[src/rtl/uart_cfg_pkg.sv]
// uart_cfg_pkg: shared FSM state type, default parameters and FIFO level width helper.
package uart_cfg_pkg;
  typedef enum logic [2:0] {IDLE, START, DATA, PARITY, STOP} state_t;
  localparam int DBIT_DEF = 8;
  localparam int OVERSAMPLE_DEF = 16;
  localparam int DIV_W_DEF = 11;
  localparam int FIFO_DEPTH_DEF = 16;
  function automatic int lvl_w(input int depth);
    return $clog2(depth) + 1;
  endfunction
endpackage

[src/rtl/uart_cfg_if.sv]
// uart_cfg_if: CPU-side strobes, configuration, status and serial pins of the configurable UART.
// UART_PARITY_EN adds parity_odd / parity_err.
interface uart_cfg_if
  import uart_cfg_pkg::*;
#(
  parameter int DBIT = DBIT_DEF,
  parameter int DIV_W = DIV_W_DEF,
  parameter int FIFO_DEPTH = FIFO_DEPTH_DEF
);
  logic [DIV_W-1:0] baud_div;
  logic stop_2, wr_uart, rd_uart, err_clr, rx, tx;
  logic [DBIT-1:0] w_data, r_data;
  logic tx_full, rx_empty, frame_err, overrun_err;
  logic [lvl_w(FIFO_DEPTH)-1:0] tx_level, rx_level;
`ifdef UART_PARITY_EN
  logic parity_odd, parity_err;
`endif
  modport master (
    output baud_div, stop_2, wr_uart, w_data, rd_uart, err_clr, rx,
`ifdef UART_PARITY_EN
    output parity_odd, input parity_err,
`endif
    input tx, r_data, tx_full, rx_empty, tx_level, rx_level, frame_err, overrun_err
  );
  modport slave (
    input baud_div, stop_2, wr_uart, w_data, rd_uart, err_clr, rx,
`ifdef UART_PARITY_EN
    input parity_odd, output parity_err,
`endif
    output tx, r_data, tx_full, rx_empty, tx_level, rx_level, frame_err, overrun_err
  );
endinterface

[src/rtl/uart_cfg_fifo.sv]
// uart_cfg_fifo: synchronous FIFO with occupancy level and registered pop data.
module uart_cfg_fifo
  import uart_cfg_pkg::*;
#(
  parameter int W = DBIT_DEF,
  parameter int DEPTH = FIFO_DEPTH_DEF
) (
  input  logic clk,
  input  logic rst_n,
  input  logic push_i,
  input  logic pop_i,
  input  logic [W-1:0] wdata_i,
  output logic [W-1:0] rdata_o,
  output logic full_o,
  output logic empty_o,
  output logic [lvl_w(DEPTH)-1:0] level_o
);
  localparam int AW = $clog2(DEPTH);
  logic [W-1:0] mem_q [DEPTH];
  logic [W-1:0] rdata_q;
  logic [AW:0] wp_q, rp_q;
  logic do_push, do_pop;
  assign full_o = (wp_q[AW-1:0] == rp_q[AW-1:0]) && (wp_q[AW] != rp_q[AW]);
  assign empty_o = wp_q == rp_q;
  assign do_push = push_i && !full_o;
  assign do_pop = pop_i && !empty_o;
  assign level_o = wp_q - rp_q;
  assign rdata_o = rdata_q;
  always_ff @(posedge clk)
    if (do_push) mem_q[wp_q[AW-1:0]] <= wdata_i;
  always_ff @(posedge clk or negedge rst_n)
    if (!rst_n) begin
      wp_q <= '0;
      rp_q <= '0;
      rdata_q <= '0;
    end else begin
      if (do_push) wp_q <= wp_q + 1'b1;
      if (do_pop) begin
        rp_q <= rp_q + 1'b1;
        rdata_q <= mem_q[rp_q[AW-1:0]];
      end
    end
endmodule

[src/rtl/uart_sys_cfg.sv]
// uart_sys_cfg: runtime-configurable full-duplex UART with TX/RX FIFOs and sticky errors.
// Define UART_PARITY_EN to insert a parity bit (parity_odd / parity_err) into both directions.
module uart_sys_cfg
  import uart_cfg_pkg::*;
#(
  parameter int DBIT = DBIT_DEF,
  parameter int OVERSAMPLE = OVERSAMPLE_DEF,
  parameter int DIV_W = DIV_W_DEF,
  parameter int FIFO_DEPTH = FIFO_DEPTH_DEF
) (
  input logic clk,
  input logic rst_n,
  uart_cfg_if.slave bus
);
  localparam int TW = $clog2(2 * OVERSAMPLE);
  localparam int BW = $clog2(DBIT);
  localparam logic [TW-1:0] OS_LAST = TW'(OVERSAMPLE - 1);
  localparam logic [TW-1:0] OS_MID = TW'(OVERSAMPLE / 2 - 1);
  localparam logic [TW-1:0] OS2_LAST = TW'(2 * OVERSAMPLE - 1);
  localparam logic [BW-1:0] BIT_LAST = BW'(DBIT - 1);
  state_t tx_state_q, rx_state_q;
  logic [DIV_W-1:0] baud_q, cnt_q;
  logic [TW-1:0] tx_tick_q, rx_tick_q;
  logic [BW-1:0] tx_bit_q, rx_bit_q;
  logic [DBIT-1:0] tx_sh_q, rx_sh_q, tx_word;
  logic [1:0] rx_sync_q;
  logic stop2_q, tx_q, frame_err_q, overrun_err_q;
  logic s_tick, tx_end, rx_end, rx_s, tx_empty, tx_pop, rx_full, rx_push;
`ifdef UART_PARITY_EN
  logic odd_q, tx_par_q, parity_err_q;
  assign bus.parity_err = parity_err_q;
`endif
  assign s_tick = cnt_q >= baud_q;
  assign tx_end = s_tick && tx_tick_q == OS_LAST;
  assign rx_end = s_tick && rx_tick_q == OS_LAST;
  assign rx_s = rx_sync_q[1];
  // Frames start on a baud tick so every bit spans exactly OVERSAMPLE ticks.
  assign tx_pop = tx_state_q == IDLE && !tx_empty && s_tick;
  assign rx_push = rx_state_q == STOP && rx_end;
  assign bus.tx = tx_q;
  assign bus.frame_err = frame_err_q;
  assign bus.overrun_err = overrun_err_q;
  always_ff @(posedge clk or negedge rst_n)
    if (!rst_n) begin
      cnt_q <= '0;
      baud_q <= '0;
      stop2_q <= 1'b0;
`ifdef UART_PARITY_EN
      odd_q <= 1'b0;
`endif
      rx_sync_q <= 2'b11;
    end else begin
      cnt_q <= s_tick ? '0 : cnt_q + 1'b1;
      rx_sync_q <= {rx_sync_q[0], bus.rx};
      if (tx_state_q == IDLE && rx_state_q == IDLE) begin
        baud_q <= bus.baud_div;
        stop2_q <= bus.stop_2;
`ifdef UART_PARITY_EN
        odd_q <= bus.parity_odd;
`endif
      end
    end
  always_ff @(posedge clk or negedge rst_n)
    if (!rst_n) begin
      tx_state_q <= IDLE;
      tx_tick_q <= '0;
      tx_bit_q <= '0;
      tx_sh_q <= '0;
      tx_q <= 1'b1;
`ifdef UART_PARITY_EN
      tx_par_q <= 1'b0;
`endif
    end else begin
      if (s_tick && tx_state_q != IDLE) tx_tick_q <= tx_tick_q + 1'b1;
      case (tx_state_q)
        IDLE: if (tx_pop) begin
          tx_state_q <= START;
          tx_tick_q <= '0;
          tx_q <= 1'b0;
        end
        START: if (tx_end) begin
          tx_state_q <= DATA;
          tx_tick_q <= '0;
          tx_bit_q <= '0;
          tx_sh_q <= tx_word;
          tx_q <= tx_word[0];
`ifdef UART_PARITY_EN
          tx_par_q <= ^tx_word ^ odd_q;
`endif
        end
        DATA: if (tx_end) begin
          tx_tick_q <= '0;
          tx_bit_q <= tx_bit_q + 1'b1;
          tx_sh_q <= tx_sh_q >> 1;
          tx_q <= tx_sh_q[1];
          if (tx_bit_q == BIT_LAST) begin
`ifdef UART_PARITY_EN
            tx_state_q <= PARITY;
            tx_q <= tx_par_q;
`else
            tx_state_q <= STOP;
            tx_q <= 1'b1;
`endif
          end
        end
`ifdef UART_PARITY_EN
        PARITY: if (tx_end) begin
          tx_state_q <= STOP;
          tx_tick_q <= '0;
          tx_q <= 1'b1;
        end
`endif
        STOP: if (s_tick && tx_tick_q == (stop2_q ? OS2_LAST : OS_LAST)) tx_state_q <= IDLE;
        default: tx_state_q <= IDLE;
      endcase
    end
  always_ff @(posedge clk or negedge rst_n)
    if (!rst_n) begin
      rx_state_q <= IDLE;
      rx_tick_q <= '0;
      rx_bit_q <= '0;
      rx_sh_q <= '0;
      frame_err_q <= 1'b0;
      overrun_err_q <= 1'b0;
`ifdef UART_PARITY_EN
      parity_err_q <= 1'b0;
`endif
    end else begin
      if (bus.err_clr) begin
        frame_err_q <= 1'b0;
        overrun_err_q <= 1'b0;
`ifdef UART_PARITY_EN
        parity_err_q <= 1'b0;
`endif
      end
      if (rx_push && rx_full) overrun_err_q <= 1'b1;
      if (s_tick && rx_state_q != IDLE) rx_tick_q <= rx_tick_q + 1'b1;
      case (rx_state_q)
        IDLE: if (!rx_s) begin
          rx_state_q <= START;
          rx_tick_q <= '0;
        end
        // A start bit that is gone by its midpoint is treated as a glitch.
        START: if (s_tick && rx_tick_q == OS_MID) begin
          rx_state_q <= rx_s ? IDLE : DATA;
          rx_tick_q <= '0;
          rx_bit_q <= '0;
        end
        DATA: if (rx_end) begin
          rx_tick_q <= '0;
          rx_bit_q <= rx_bit_q + 1'b1;
          rx_sh_q <= {rx_s, rx_sh_q[DBIT-1:1]};
`ifdef UART_PARITY_EN
          if (rx_bit_q == BIT_LAST) rx_state_q <= PARITY;
`else
          if (rx_bit_q == BIT_LAST) rx_state_q <= STOP;
`endif
        end
`ifdef UART_PARITY_EN
        PARITY: if (rx_end) begin
          rx_state_q <= STOP;
          rx_tick_q <= '0;
          if (rx_s != (^rx_sh_q ^ odd_q)) parity_err_q <= 1'b1;
        end
`endif
        STOP: if (rx_end) begin
          rx_state_q <= IDLE;
          if (!rx_s) frame_err_q <= 1'b1;
        end
        default: rx_state_q <= IDLE;
      endcase
    end
  uart_cfg_fifo #(.W(DBIT), .DEPTH(FIFO_DEPTH)) u_tx_fifo (
    .clk(clk), .rst_n(rst_n), .push_i(bus.wr_uart), .pop_i(tx_pop), .wdata_i(bus.w_data),
    .rdata_o(tx_word), .full_o(bus.tx_full), .empty_o(tx_empty), .level_o(bus.tx_level)
  );
  uart_cfg_fifo #(.W(DBIT), .DEPTH(FIFO_DEPTH)) u_rx_fifo (
    .clk(clk), .rst_n(rst_n), .push_i(rx_push), .pop_i(bus.rd_uart), .wdata_i(rx_sh_q),
    .rdata_o(bus.r_data), .full_o(rx_full), .empty_o(bus.rx_empty), .level_o(bus.rx_level)
  );
endmodule

[src/flat_wrapper.sv]
// flat-port wrapper written by rule: the top's interface ports become plain ports
module uart_sys_cfg_flat import uart_cfg_pkg::*;
#(
  parameter int DBIT = DBIT_DEF,
  parameter int OVERSAMPLE = OVERSAMPLE_DEF,
  parameter int DIV_W = DIV_W_DEF,
  parameter int FIFO_DEPTH = FIFO_DEPTH_DEF
)
  (clk, rst_n, bus_baud_div, bus_stop_2, bus_wr_uart, bus_w_data, bus_rd_uart, bus_err_clr, bus_rx, bus_tx, bus_r_data, bus_tx_full, bus_rx_empty, bus_tx_level, bus_rx_level, bus_frame_err, bus_overrun_err);
  uart_cfg_if #(.DBIT(DBIT), .DIV_W(DIV_W), .FIFO_DEPTH(FIFO_DEPTH)) bus_i ();
  input logic clk;
  input logic rst_n;
  input wire logic [$bits(bus_i.baud_div)-1:0] bus_baud_div;
  input wire logic [$bits(bus_i.stop_2)-1:0] bus_stop_2;
  input wire logic [$bits(bus_i.wr_uart)-1:0] bus_wr_uart;
  input wire logic [$bits(bus_i.w_data)-1:0] bus_w_data;
  input wire logic [$bits(bus_i.rd_uart)-1:0] bus_rd_uart;
  input wire logic [$bits(bus_i.err_clr)-1:0] bus_err_clr;
  input wire logic [$bits(bus_i.rx)-1:0] bus_rx;
  output wire logic [$bits(bus_i.tx)-1:0] bus_tx;
  output wire logic [$bits(bus_i.r_data)-1:0] bus_r_data;
  output wire logic [$bits(bus_i.tx_full)-1:0] bus_tx_full;
  output wire logic [$bits(bus_i.rx_empty)-1:0] bus_rx_empty;
  output wire logic [$bits(bus_i.tx_level)-1:0] bus_tx_level;
  output wire logic [$bits(bus_i.rx_level)-1:0] bus_rx_level;
  output wire logic [$bits(bus_i.frame_err)-1:0] bus_frame_err;
  output wire logic [$bits(bus_i.overrun_err)-1:0] bus_overrun_err;
  assign bus_i.baud_div = bus_baud_div;
  assign bus_i.stop_2 = bus_stop_2;
  assign bus_i.wr_uart = bus_wr_uart;
  assign bus_i.w_data = bus_w_data;
  assign bus_i.rd_uart = bus_rd_uart;
  assign bus_i.err_clr = bus_err_clr;
  assign bus_i.rx = bus_rx;
  assign bus_tx = bus_i.tx;
  assign bus_r_data = bus_i.r_data;
  assign bus_tx_full = bus_i.tx_full;
  assign bus_rx_empty = bus_i.rx_empty;
  assign bus_tx_level = bus_i.tx_level;
  assign bus_rx_level = bus_i.rx_level;
  assign bus_frame_err = bus_i.frame_err;
  assign bus_overrun_err = bus_i.overrun_err;
  uart_sys_cfg #(.DBIT(DBIT), .OVERSAMPLE(OVERSAMPLE), .DIV_W(DIV_W), .FIFO_DEPTH(FIFO_DEPTH)) u_core (.clk(clk), .rst_n(rst_n), .bus(bus_i));
endmodule
[config.mk]
export PLATFORM = sky130hd
export DESIGN_NAME = uart_sys_cfg_flat
export DESIGN_NICKNAME = d
export VERILOG_FILES = /design/src/rtl/uart_cfg_pkg.sv /design/src/rtl/uart_cfg_if.sv /design/src/rtl/uart_cfg_fifo.sv /design/src/rtl/uart_sys_cfg.sv /design/src/flat_wrapper.sv
export SDC_FILE = /design/constraint.sdc
export NUM_CORES = 1
export LEC_CHECK = 0
export CAP_MARGIN = 40
export CORE_UTILIZATION = 45
export CTS_BUF_LIST = sky130_fd_sc_hd__clkbuf_16
export DETAILED_ROUTE_END_ITERATION = 16
export HOLD_SLACK_MARGIN = 0.03
export PLACE_DENSITY = 0.7
export SLEW_MARGIN = 20
export SYNTH_ARGS = -nofsm -noshare
export SYNTH_HDL_FRONTEND = slang
export SYNTH_HIERARCHICAL = 1
export SYNTH_SLANG_ARGS = --single-unit
[constraint.sdc]
create_clock -name clk -period 3.82 [get_ports clk]
set_input_delay 0.764 -clock clk [delete_from_list [all_inputs] [get_ports clk]]
set_output_delay 0.764 -clock clk [all_outputs]
set_load 0.01 [all_outputs]
Word-level counts from Yosys, hierarchy flattened
Memory sizes are Yosys's and may differ from the RTL's. A register that Yosys moved wholly into a read port is not among the register bits.
Cells that the tools add are included.
Widths: inputs -> output; s select.
{"block": "op_classes", "addsub": 11, "n_mul": 0, "div": 0, "magnitude_cmp": 1, "n_eq_ne": 28, "shifts": 0, "muxes": 48, "bitwise_logic": 0, "n_reduce_logical": 38}
{"operator": "$mux 3", "n": 14}
{"operator": "$mux 5", "n": 8}
{"operator": "$add 5x1->5 const B", "n": 6}
{"operator": "$pmux 3 s4", "n": 2}
{"operator": "$logic_and 1x1->1", "n": 17}
{"operator": "$mux 8", "n": 2}
{"operator": "$ne 2x1->1 const B", "n": 8}
{"operator": "$pmux 8 s2", "n": 1}
{"operator": "$eq 5x5->1", "n": 3}
{"operator": "$pmux 5 s3", "n": 1}
{"operator": "$mux 1", "n": 14}
{"operator": "$eq 3x3->1 const B", "n": 4}
{"operator": "$pmux 3 s2", "n": 2}
{"operator": "$add 11x1->11 const B", "n": 1}
{"operator": "$ge 11x11->1", "n": 1}
{"operator": "$mux 11", "n": 1}
{"operator": "$eq 5x4->1 const B", "n": 2}
{"operator": "$pmux 5 s2", "n": 1}
{"operator": "$reduce_and 5->1", "n": 2}
{"operator": "$sub 5x5->5", "n": 2}
{"operator": "$reduce_bool 3->1", "n": 3}
{"operator": "$eq 4x4->1", "n": 2}
{"operator": "$add 3x1->3 const B", "n": 2}
{"operator": "$eq 3x1->1 const B", "n": 2}
{"operator": "13 further kinds", "n": 25}
{"block": "word_totals", "register_bits": 86, "latchBits": 0, "ram_bits": 256, "romBits": 0, "in_bits": 26, "out_inout_bits": 23, "word_cells": 147, "n_memories": 2}
{"memory": "u_core.u_rx_fifo.mem_q", "words": 16, "word_bits": 8, "read_ports": 1, "rd_ports_with_merged_regs": 1, "write_ports": 1, "line": "uart_cfg_fifo.sv:19", "rtl": "logic [W-1:0] mem_q [DEPTH];"}
{"memory": "u_core.u_tx_fifo.mem_q", "words": 16, "word_bits": 8, "read_ports": 1, "rd_ports_with_merged_regs": 1, "write_ports": 1, "line": "uart_cfg_fifo.sv:19"}

Depth between registers and ports, before layout
Gate-level depths: netlist (run 1).
{"block": "depth", "depth_word": 6, "ltp_mapped": 13, "ltp_nobuf": 10}

Hierarchy
The synthesis (run 1) kept the hierarchy.
{"mod": "uart_cfg_fifo (u_core.u_rx_fifo)", "n_inst": 1, "cells_per_inst": 354, "area_each_um2": 5957.0, "seq_area_each_um2": 4294.1}
{"mod": "uart_cfg_fifo (u_core.u_tx_fifo)", "n_inst": 1, "cells_per_inst": 353, "area_each_um2": 5928.2, "seq_area_each_um2": 4294.1}
{"mod": "uart_sys_cfg", "n_inst": 1, "cells_per_inst": 310, "area_each_um2": 3438.3, "seq_area_each_um2": 1630.3}

Worst setup path after synthesis (run 1)
Ideal clock, no wire load.
{"block": "synth_timing", "path_type": "reg-to-reg", "startpoint": "reg u_core.cnt_q[8]", "endpoint": "mem u_core/u_rx_fifo/mem_q[3][0] (netlist bit), enable pin", "setup_ns": 0.395, "t_arrival_ns": 2.862, "required_ns": 3.425, "slack_ns": 0.563, "stages_incl_launch_ff": 10, "n_path_buf": 1, "period_less_slack_ns": 3.257, "path_cell_list": "dfrtp_1 ha_1 and4_1 and2_2 and2_0 clkbuf_1 nor2_1 nor3_1 o21ai_1 nor4_1"}
{"block": "synth_via", "elab_chain_len": 6}
{"item": "start: declaration", "line": "uart_sys_cfg.sv:22", "rtl": "logic [DIV_W-1:0] baud_q, cnt_q;"}
{"item": "start signal: assignment", "line": "uart_sys_cfg.sv:53", "rtl": "cnt_q <= s_tick ? '0 : cnt_q + 1'b1;"}
{"item": "$ge 11x11->1", "line": "uart_sys_cfg.sv:33", "rtl": "assign s_tick = cnt_q >= baud_q;"}
{"item": "$logic_and 1x1->1", "line": "uart_sys_cfg.sv:35", "rtl": "assign rx_end = s_tick && rx_tick_q == OS_LAST;"}
{"item": "$logic_and 1x1->1", "line": "uart_sys_cfg.sv:39", "rtl": "assign rx_push = rx_state_q == STOP && rx_end;"}
{"item": "via u_core.rx_push", "line": "uart_sys_cfg.sv:28", "rtl": "logic s_tick, tx_end, rx_end, rx_s, tx_empty, tx_pop, rx_full, rx_push;"}
{"item": "$logic_and 1x1->1", "line": "uart_cfg_fifo.sv:25", "rtl": "assign do_push = push_i && !full_o;"}
{"item": "$mux 1", "line": "uart_cfg_fifo.sv:30", "rtl": "if (do_push) mem_q[wp_q[AW-1:0]] <= wdata_i;"}
{"item": "$mux 1 (implied by the code)", "line": "uart_cfg_fifo.sv:30"}
{"item": "end: declaration", "line": "uart_cfg_fifo.sv:19"}
The timed path passes the listed nets, and every way through them passes these cells.

Worst setup path after layout (run 1)
{"block": "layout_timing", "startpoint": "reg u_core.u_rx_fifo.rp_q[2]", "endpoint": "out bus_rx_level[4]"}
{"block": "layout_via", "elab_chain_len": 1}
{"item": "start: declaration", "line": "uart_cfg_fifo.sv:21", "rtl": "logic [AW:0] wp_q, rp_q;"}
{"item": "start signal: assignment", "line": "uart_cfg_fifo.sv:39", "rtl": "rp_q <= rp_q + 1'b1;"}
{"item": "$sub 5x5->5", "line": "uart_cfg_fifo.sv:27", "rtl": "assign level_o = wp_q - rp_q;"}
{"item": "end: declaration", "line": "flat_wrapper.sv:25", "rtl": "output wire logic [$bits(bus_i.rx_level)-1:0] bus_rx_level;"}
No other way between the ends.

==> metrics.md, run 1 <==
| Metric | Value |
|---|---|
| Switching Share | `~29%` |
| Post-layout minimum cycle time | `around 3.6 ns` |
| Synthesis-to-layout area growth | `14.8%` |
| Worst skew pair latency | `about 0.54 ns` |
| Initial Utilization | `a little under half` |
| WHS | `approximately 0.21 ns` |
| Setup CP Type | `reg2out` |
| MaxCap Viol Count | `0` |
| Skew final | `approximately 0.031 ns` |
| Cts repair resizes | `0` |
| Combinational Power Share | `approximately 24%` |
| Syn nets | `about 1.1k` |
| CP arrival | `2.83 ns` |
| Post-synth EDFFs | `about 260` |
| H-tree Lvls | `2` |
| Internal power | `~0.0079 W` |
| IO Port Bufs | `48` |
| Warnings from Yosys | `6` |
| Flop pwr share | `a little over two fifths` |
| CTS Sinks | `357` |
| CTS tree | `built` |
| Most used DFF post-synth | `edfxtp_1` |
| Drt initial violations | `600` |
| Gr usage total | `17.7%` |
| Critical Path End Type | `primary output` |
| Slowest stage delay, CP | `between 0.5 and 0.6 ns` |
| Initial antenna violation count | `0` |
| F_max | `approximately 280 MHz` |
| Vias per cell | `approximately 5.5` |
| Final Net Count | `approximately 1.2k` |
| # hold bufs at CTS | `0` |
| Type of element launching the critical path | `flop` |
| Final HPWL DP | `slightly below 20000 um` |
| Final ANT Viol Nets | `0` |
| Setup violations, final | `0` |
| Critical path data required time | `3.06 ns` |
| Gate Count Post-Synth | `roughly 1.0k` |
| Global route overflow | `0` |
| First-pass GRT wire length | `~48000 um` |
| Std-Cell Rows | `between 60 and 70` |
| Critical path's slowest cell | `dfrtp_1` |
| Post-synthesis adder-cell area fraction | `under 10%` |
| Max FO, Critical Path | `10` |
| WL final | `30300 um` |
| Status | `finished clean` |
| Post-Synth Simple-Gate Area | `under 10%` |
| Placed insts | `1501` |
| Mux contribution to synthesized area | `11.8%` |
| Area of the die | `34800 um2` |
| CTS clk-pin slew, worst paths | `0.06 ns` |
| Final Instance Count excl. Fillers | `between 1.5k and 2k` |
| Fillers | `2740` |
| Core ar. | `between 30000 and 40000 um2` |
| Sw power | `around 0.0032 W` |
| Synthesized area | `approximately 15000 um2` |
| Worst IR drop on VDD | `~0.42 mV` |
| RSZ-0062 raised after global routing | `no` |
| Routed WL per cell | `around 19 um` |
| CTS buffer count | `38` |
| Layout cells sized above 1 | `between 10% and 20%` |
| Die height | `187 um` |
| GP Congestion | `just over 0.8` |
| PD cells | `between 600 and 700 nW/um2` |
| Yosys cell types | `between 60 and 70` |
| XOR/XNOR Fraction of Synth Area | `~2.1%` |
| DRC | `0` |
| Worst Hold Class | `in2async` |
| Largest family of logic cells by synthesized area | `multiplexers` |
| Fraction of registers with async set/reset | `28.3%` |
| Vias in the first global route | `approximately 8.7k` |
| Total number of vias | `8588` |
| # IOs | `49` |
| Worst slew pin tran | `roughly 0.74 ns` |
| Synth Area in Compound Gates | `6.88%` |
| Worst-path cell chain | `inv_1 > ha_1 > a21o_1 > a21oi_1 > xnor2_1 > clkdlybuf4s50_1` |
| Slew Viols, Final | `0` |
| Post-synthesis sequential area ratio | `66.7%` |
| Clock Tree Buf Depth | `3` |
| Syn Area/Cell | `approximately 15 um2` |
| Slew margin rel. | `about half` |
| Pre-CTS setup slack | `~0.64 ns` |
| Setup TNS | `0 ns` |
| Die X | `between 150 and 200 um` |
| Leak | `6.37 nW` |
| Fin worst setup slack | `about 0.22 ns` |
| Root buffer cell | `clkbuf_16` |
| Register bit count reported by yosys | `357` |
| Final hold viol count | `0` |
| Total Power | `0.0111 W` |
| Post-CTS Setup Bufs | `0` |
| Pin count of the biggest net entering global routing | `between 60 and 70` |
| Clock power share | `32.7%` |
| First-pass DRT Iterations | `4` |
| Final period util | `between 90 and 100%` |
| Ant. Diodes | `0` |
metrics by stage:
stage,utilization (%),cell area [um2]
after floorplan,-,15300
after global placement,48.6,16300
after detailed placement,48.7,16300
after CTS,52.4,17600
after global routing,52.5,17600
final,52.5,17600
layer usage:
| metal | global-route usage [%] | share of wire, % |
|---|---|---|
| met5 | 0 | 0 |
| met1 | 24.3 | 45 |
| met4 | 5.39 | 2.1 |
| met2 | 29.0 | 48 |
| met3 | 3.01 | 4.3 |
logic make-up (layout without fill, tap and decap cells):
| kind of cell | after synthesis | after routing |
|---|---|---|
| flip-flops | 357 | 357 |
| AND/OR/NAND/NOR | 193 | 193 |
| AO/OA/AOI/OAI | 155 | 155 |
| multiplexers | 151 | 151 |
| buffers and inverters | 84 | 191 |
| adder cells (fa/ha/maj) | 40 | 40 |
| XOR/XNOR | 37 | 37 |
worst paths after layout:
kind | from | endpoint | slack [ns] | depth (start not counted)
min reg2reg | u_core/rx_sync_q[0]$_DFF_PN1_ | u_core/rx_sync_q[1]$_DFF_PN1_ | 0.36 | 0
max in group asynchronous | rst_n | u_core/rx_sync_q[1]$_DFF_PN1_ | 2.80 | 2
max reg2reg | u_core/cnt_q[8]$_DFF_PN0_ | u_core/u_rx_fifo/mem_q[6][2]$_DFFE_PP_ | 0.62 | 10
max | u_core/u_rx_fifo/rp_q[2]$_DFFE_PN0P_ | bus_rx_level[4] | 0.22 | 6
min | rst_n | u_core/u_tx_fifo/wp_q[0]$_DFFE_PN0P_ | 0.21 | 1
min in group clk | u_core/rx_sync_q[0]$_DFF_PN1_ | u_core/rx_sync_q[1]$_DFF_PN1_ | 0.36 | 0
cell usage in the layout, fill, tap and decap left out, drive strengths merged, types with 9 or more instances in the layout:
master,instances
mux2,36
clkinv,12
mux4,16
a221oi,17
o22ai,37
ha,38
mux2i,99
a21oi,14
nand2,32
nand4,12
o21ai,33
buf,34
a31oi,19
clkbuf,38
inv,55
dfrtp,98
nor3,10
nand3,12
xor2,10
edfxtp,256
and3,10
and2,9
xnor2,27
nor2,76
clkdlybuf4s50,47
synthesized netlist by cell type (all sizes together) (9+ instances only):
library cell / count / area, um2
mux2: 36 / 432
nand2: 32 / 120
dfrtp: 98 / 2450
nor3: 10 / 50.1
nand4: 12 / 75.1
o21ai: 33 / 165
mux2i: 99 / 991
nand3: 12 / 60.1
edfxtp: 256 / 7690
clkbuf: 11 / 41.3
nor2: 76 / 285
buf: 32 / 268
a31oi: 19 / 119
o22ai: 37 / 231
xnor2: 27 / 236
mux4: 16 / 383
and2: 9 / 58.8
inv: 41 / 154
xor2: 10 / 87.6
a21oi: 14 / 70.1
and3: 10 / 63.8
a221oi: 17 / 149
ha: 38 / 475
sequential cells by signal, summed over array words and instances, names as in the netlist, 2 cells and up:
register                  cells
u_core/u_tx_fifo/rp_q         5
u_core/u_tx_fifo/rdata_o      8
u_core/tx_state_q             3
u_core/baud_q                11
u_core/tx_sh_q                7
u_core/cnt_q                 11
u_core/rx_sh_q                8
u_core/u_tx_fifo/mem_q      128
u_core/u_rx_fifo/wp_q         5
u_core/tx_bit_q               3
u_core/u_tx_fifo/wp_q         5
u_core/rx_bit_q               3
u_core/u_rx_fifo/rdata_o      8
u_core/u_rx_fifo/mem_q      128
u_core/rx_tick_q              5
u_core/rx_state_q             3
u_core/tx_tick_q              5
u_core/u_rx_fifo/rp_q         5
u_core/rx_sync_q              2
cell type report:
cell class                 instances  area (um2)  area share (%)
clock buffer                      38         951            5.41
timing repair buffer              81         786            4.47
tap                              448         561            3.19
sequential                       357       10200            58.1
inverter                          41         154           0.875
multi-input combinational        576        4640            26.4
clock inverter                    31         279            1.59
worst max-delay path: cells and delay by family (launching register included):
| family | cells | cell delay (ns) |
|---|---|---|
| compound gates | 2 | 0.36 |
| fa+ha+maj | 1 | 0.41 |
| xor+xnor | 1 | 0.14 |
| buf+inv | 2 | 0.84 |
| flops | 1 | 0.55 |
power groups by stage:
stage	Sequential (W)	Combinational [W]	Clock, W
after CTS	0.00476	0.00270	0.00370
final	0.00476	0.00269	0.00362
after global placement	0.00482	0.00259	0
after global routing	0.00480	0.00293	0.00385
after detailed placement	0.00483	0.00268	0
after floorplan	0.00473	0.00199	0
Note: power is estimated with default switching activity, not from simulation.
==> run 2: changes to the inputs <==
Settings changed: CORE_MARGIN from default to 3.
==> run 2 against run 1 <==
  * Die area up 4.3%
  * Routed wire length grew 0.30%
  * Global-route usage is 0.84 points lower
  * First-iteration DRC count fell by 1.0%
  * Sequential power about the same
  * Critical path depth grew 2
  * Combinational power about the same
  * Maximum frequency is 1.4% higher
  * Via count grew 0.92%
  * Register-to-register slack worse by 0.12 ns
  * Core utilization is 0.71 points higher
  * Cell count shrank 0.19%
==> metrics.md, run 2 (same netlist as run 1, synthesis figures left out) <==
| Metric | Value |
|---|---|
| Leak | `~6.3 nW` |
| Slew margin rel. | `between 40% and 50%` |
| Global route overflow | `0` |
| First-pass GRT wire length | `~48000 um` |
| Final hold viol count | `0` |
| Flop pwr share | `43.6%` |
| Sw power | `approximately 0.0032 W` |
| Max FO, Critical Path | `4` |
| Ant. Diodes | `0` |
| Routed WL per cell | `19.4 um` |
| Worst Hold Class | `reg2reg` |
| DRC | `0` |
| Skew final | `~0.036 ns` |
| Most common cell on crit path | `inv_1` |
| Final Net Count | `between 1k and 1.5k` |
| Commonest non-fill, non-tap cell in the layout | `edfxtp_1` |
| Clock power share | `about a third` |
| Critical path data required time | `between 3 and 4 ns` |
| R2r endpoint | `u_core/u_rx_fifo/mem_q[6][2]$_DFFE_PP_` |
| Final period util | `slightly above 90%` |
| CP arrival | `2.78 ns` |
| CTS Sinks | `~360` |
| CTS tree | `built` |
| GP Congestion | `0.827` |
| Slowest stage delay, CP | `0.56 ns` |
| Std-Cell Rows | `66` |
| First-pass DRT Iterations | `5` |
| Die height | `~190 um` |
| # IOs | `49` |
| Worst skew pair latency | `0.53 ns` |
| Final ANT Viol Nets | `0` |
| Type of element launching the critical path | `flop` |
| Reg-to-reg setup timing slack | `approximately 0.50 ns` |
| IO Port Bufs | `48` |
| RSZ-0062 raised after global routing | `no` |
| Setup CP Type | `reg2out` |
| Clock Tree Buf Depth | `3` |
| Vias in the first global route | `slightly below 9k` |
| Layout cells sized above 1 | `between 10% and 20%` |
| Setup violations, final | `0` |
| Worst slew pin tran | `just over 0.8 ns` |
| Hold path start | `u_core/rx_sync_q[0]$_DFF_PN1_` |
| Status | `finished clean` |
| Switching Share | `~29%` |
| Internal power | `0.00770 W` |
| Vias per cell | `5.52` |
| Critical Path End Type | `primary output` |
| Critical path's slowest cell | `clkdlybuf4s50_1` |
| R2R cell count | `10` |
| Worst setup path startpoint | `u_core/u_rx_fifo/wp_q[0]$_DFFE_PN0P_` |
| Fillers | `~2.7k` |
| Setup TNS | `0 ns` |
| Core ar. | `~33000 um2` |
| Pin count of the biggest net entering global routing | `60` |
| PD cells | `approximately 600 nW/um2` |
| Worst-path cell chain | `inv_1 > ha_1 > inv_1 > fa_1 > a21o_1 > a21oi_1 > xnor2_1 > clkdlybuf4s50_1` |
| Worst IR drop on VDD | `roughly 0.43 mV` |
| Drt initial violations | `roughly 600` |
| Reg2reg start | `u_core/cnt_q[8]$_DFF_PN0_` |
| CTS buffer count | `38` |
| Gr usage total | `between 10% and 20%` |
| WL final | `between 30000 and 40000 um` |
| MaxCap Viol Count | `0` |
| Initial antenna violation count | `0` |
| Final HPWL DP | `roughly 20000 um` |
| Total Power | `about 0.011 W` |
| Die X | `191 um` |
| Post-layout minimum cycle time | `3.55 ns` |
| CTS clk-pin slew, worst paths | `0.06 ns` |
| Slew Viols, Final | `0` |
| Total number of vias | `roughly 8.7k` |
| H-tree Lvls | `2` |
| Root buffer cell | `clkbuf_16` |
| WHS | `~0.36 ns` |
| Combinational Power Share | `around 25%` |
| Most frequent cells in the layout | `edfxtp_1 (256), mux2i_1 (99), dfrtp_1 (96)` |
| Post-CTS Setup Bufs | `0` |
| Synthesis-to-layout area growth | `14.6%` |
| CP Capture Point | `bus_rx_level[4]` |
| Initial Utilization | `46.4%` |
| F_max | `~280 MHz` |
| Area of the die | `about 36000 um2` |
[run 2: worst max-delay path, delay by kind of cell, from the launching register on]
kind | cells | cell delay, ns
DFF | 1 | 0.41
AOI/OAI and AO/OA | 2 | 0.35
adders and majority gates | 2 | 0.56
buffers and inverters | 3 | 0.79
xor gates and xnor gates | 1 | 0.14
[run 2: metal layers]
metal	wire [um]	global-route usage, %
met2	14300	27.4
met4	799	4.94
met3	1420	2.35
met5	0	0
met1	13900	24.0
[run 2: power groups by stage]
stage | combinational [W] | clock [W] | sequential (W)
2_1_floorplan | 0.00199 | 0 | 0.00473
3_3_place_gp | 0.00260 | 0 | 0.00479
3_5_place_dp | 0.00268 | 0 | 0.00481
4_1_cts | 0.00269 | 0.00351 | 0.00473
5_1_grt | 0.00292 | 0.00368 | 0.00477
6_report | 0.00268 | 0.00344 | 0.00473
[run 2: final cells by class]
class                           count  area (um2)  share of cell area, %
Tap cell                          442         553                   3.15
Inverter                           41         154                  0.876
Multi-Input combinational cell    576        4640                   26.4
Timing Repair Buffer               84         823                   4.69
Sequential cell                   357       10200                   58.2
Clock inverter                     31         220                   1.25
Clock buffer                       38         951                   5.41
[run 2: worst min-delay path by stage]
stage / cells after the start / slack (ns) / end
2_1_floorplan: 0 / 0.35 / u_core/rx_sync_q[1]$_DFF_PN1_
3_3_place_gp: 0 / 0.35 / u_core/rx_sync_q[1]$_DFF_PN1_
3_5_place_dp: 0 / 0.35 / u_core/rx_sync_q[1]$_DFF_PN1_
4_1_cts: 1 / 0.32 / u_core/u_tx_fifo/wp_q[3]$_DFFE_PN0P_
5_1_grt: 0 / 0.37 / u_core/rx_sync_q[1]$_DFF_PN1_
6_report: 0 / 0.36 / u_core/rx_sync_q[1]$_DFF_PN1_
[run 2: repair_timing]
action                    4_1_cts  5_1_grt
gates resized for setup         0        0
hold buffers                    0        1
hold endpoints to repair        0        4
[run 2: per-stage QoR]
stage | instances | worst slack, ns | cell area, um2 | util [%]
final | 1569 | 0.272 | 17600 | 53.2
after global routing | 1569 | 0.105 | 17600 | 53.2
after CTS | 1565 | 0.251 | 17500 | 53.0
after detailed placement | 1496 | 0.544 | 16300 | 49.4
after global placement | 1494 | 0.711 | 16300 | 49.3
after floorplan | 1017 | 0.563 | 15300 | -
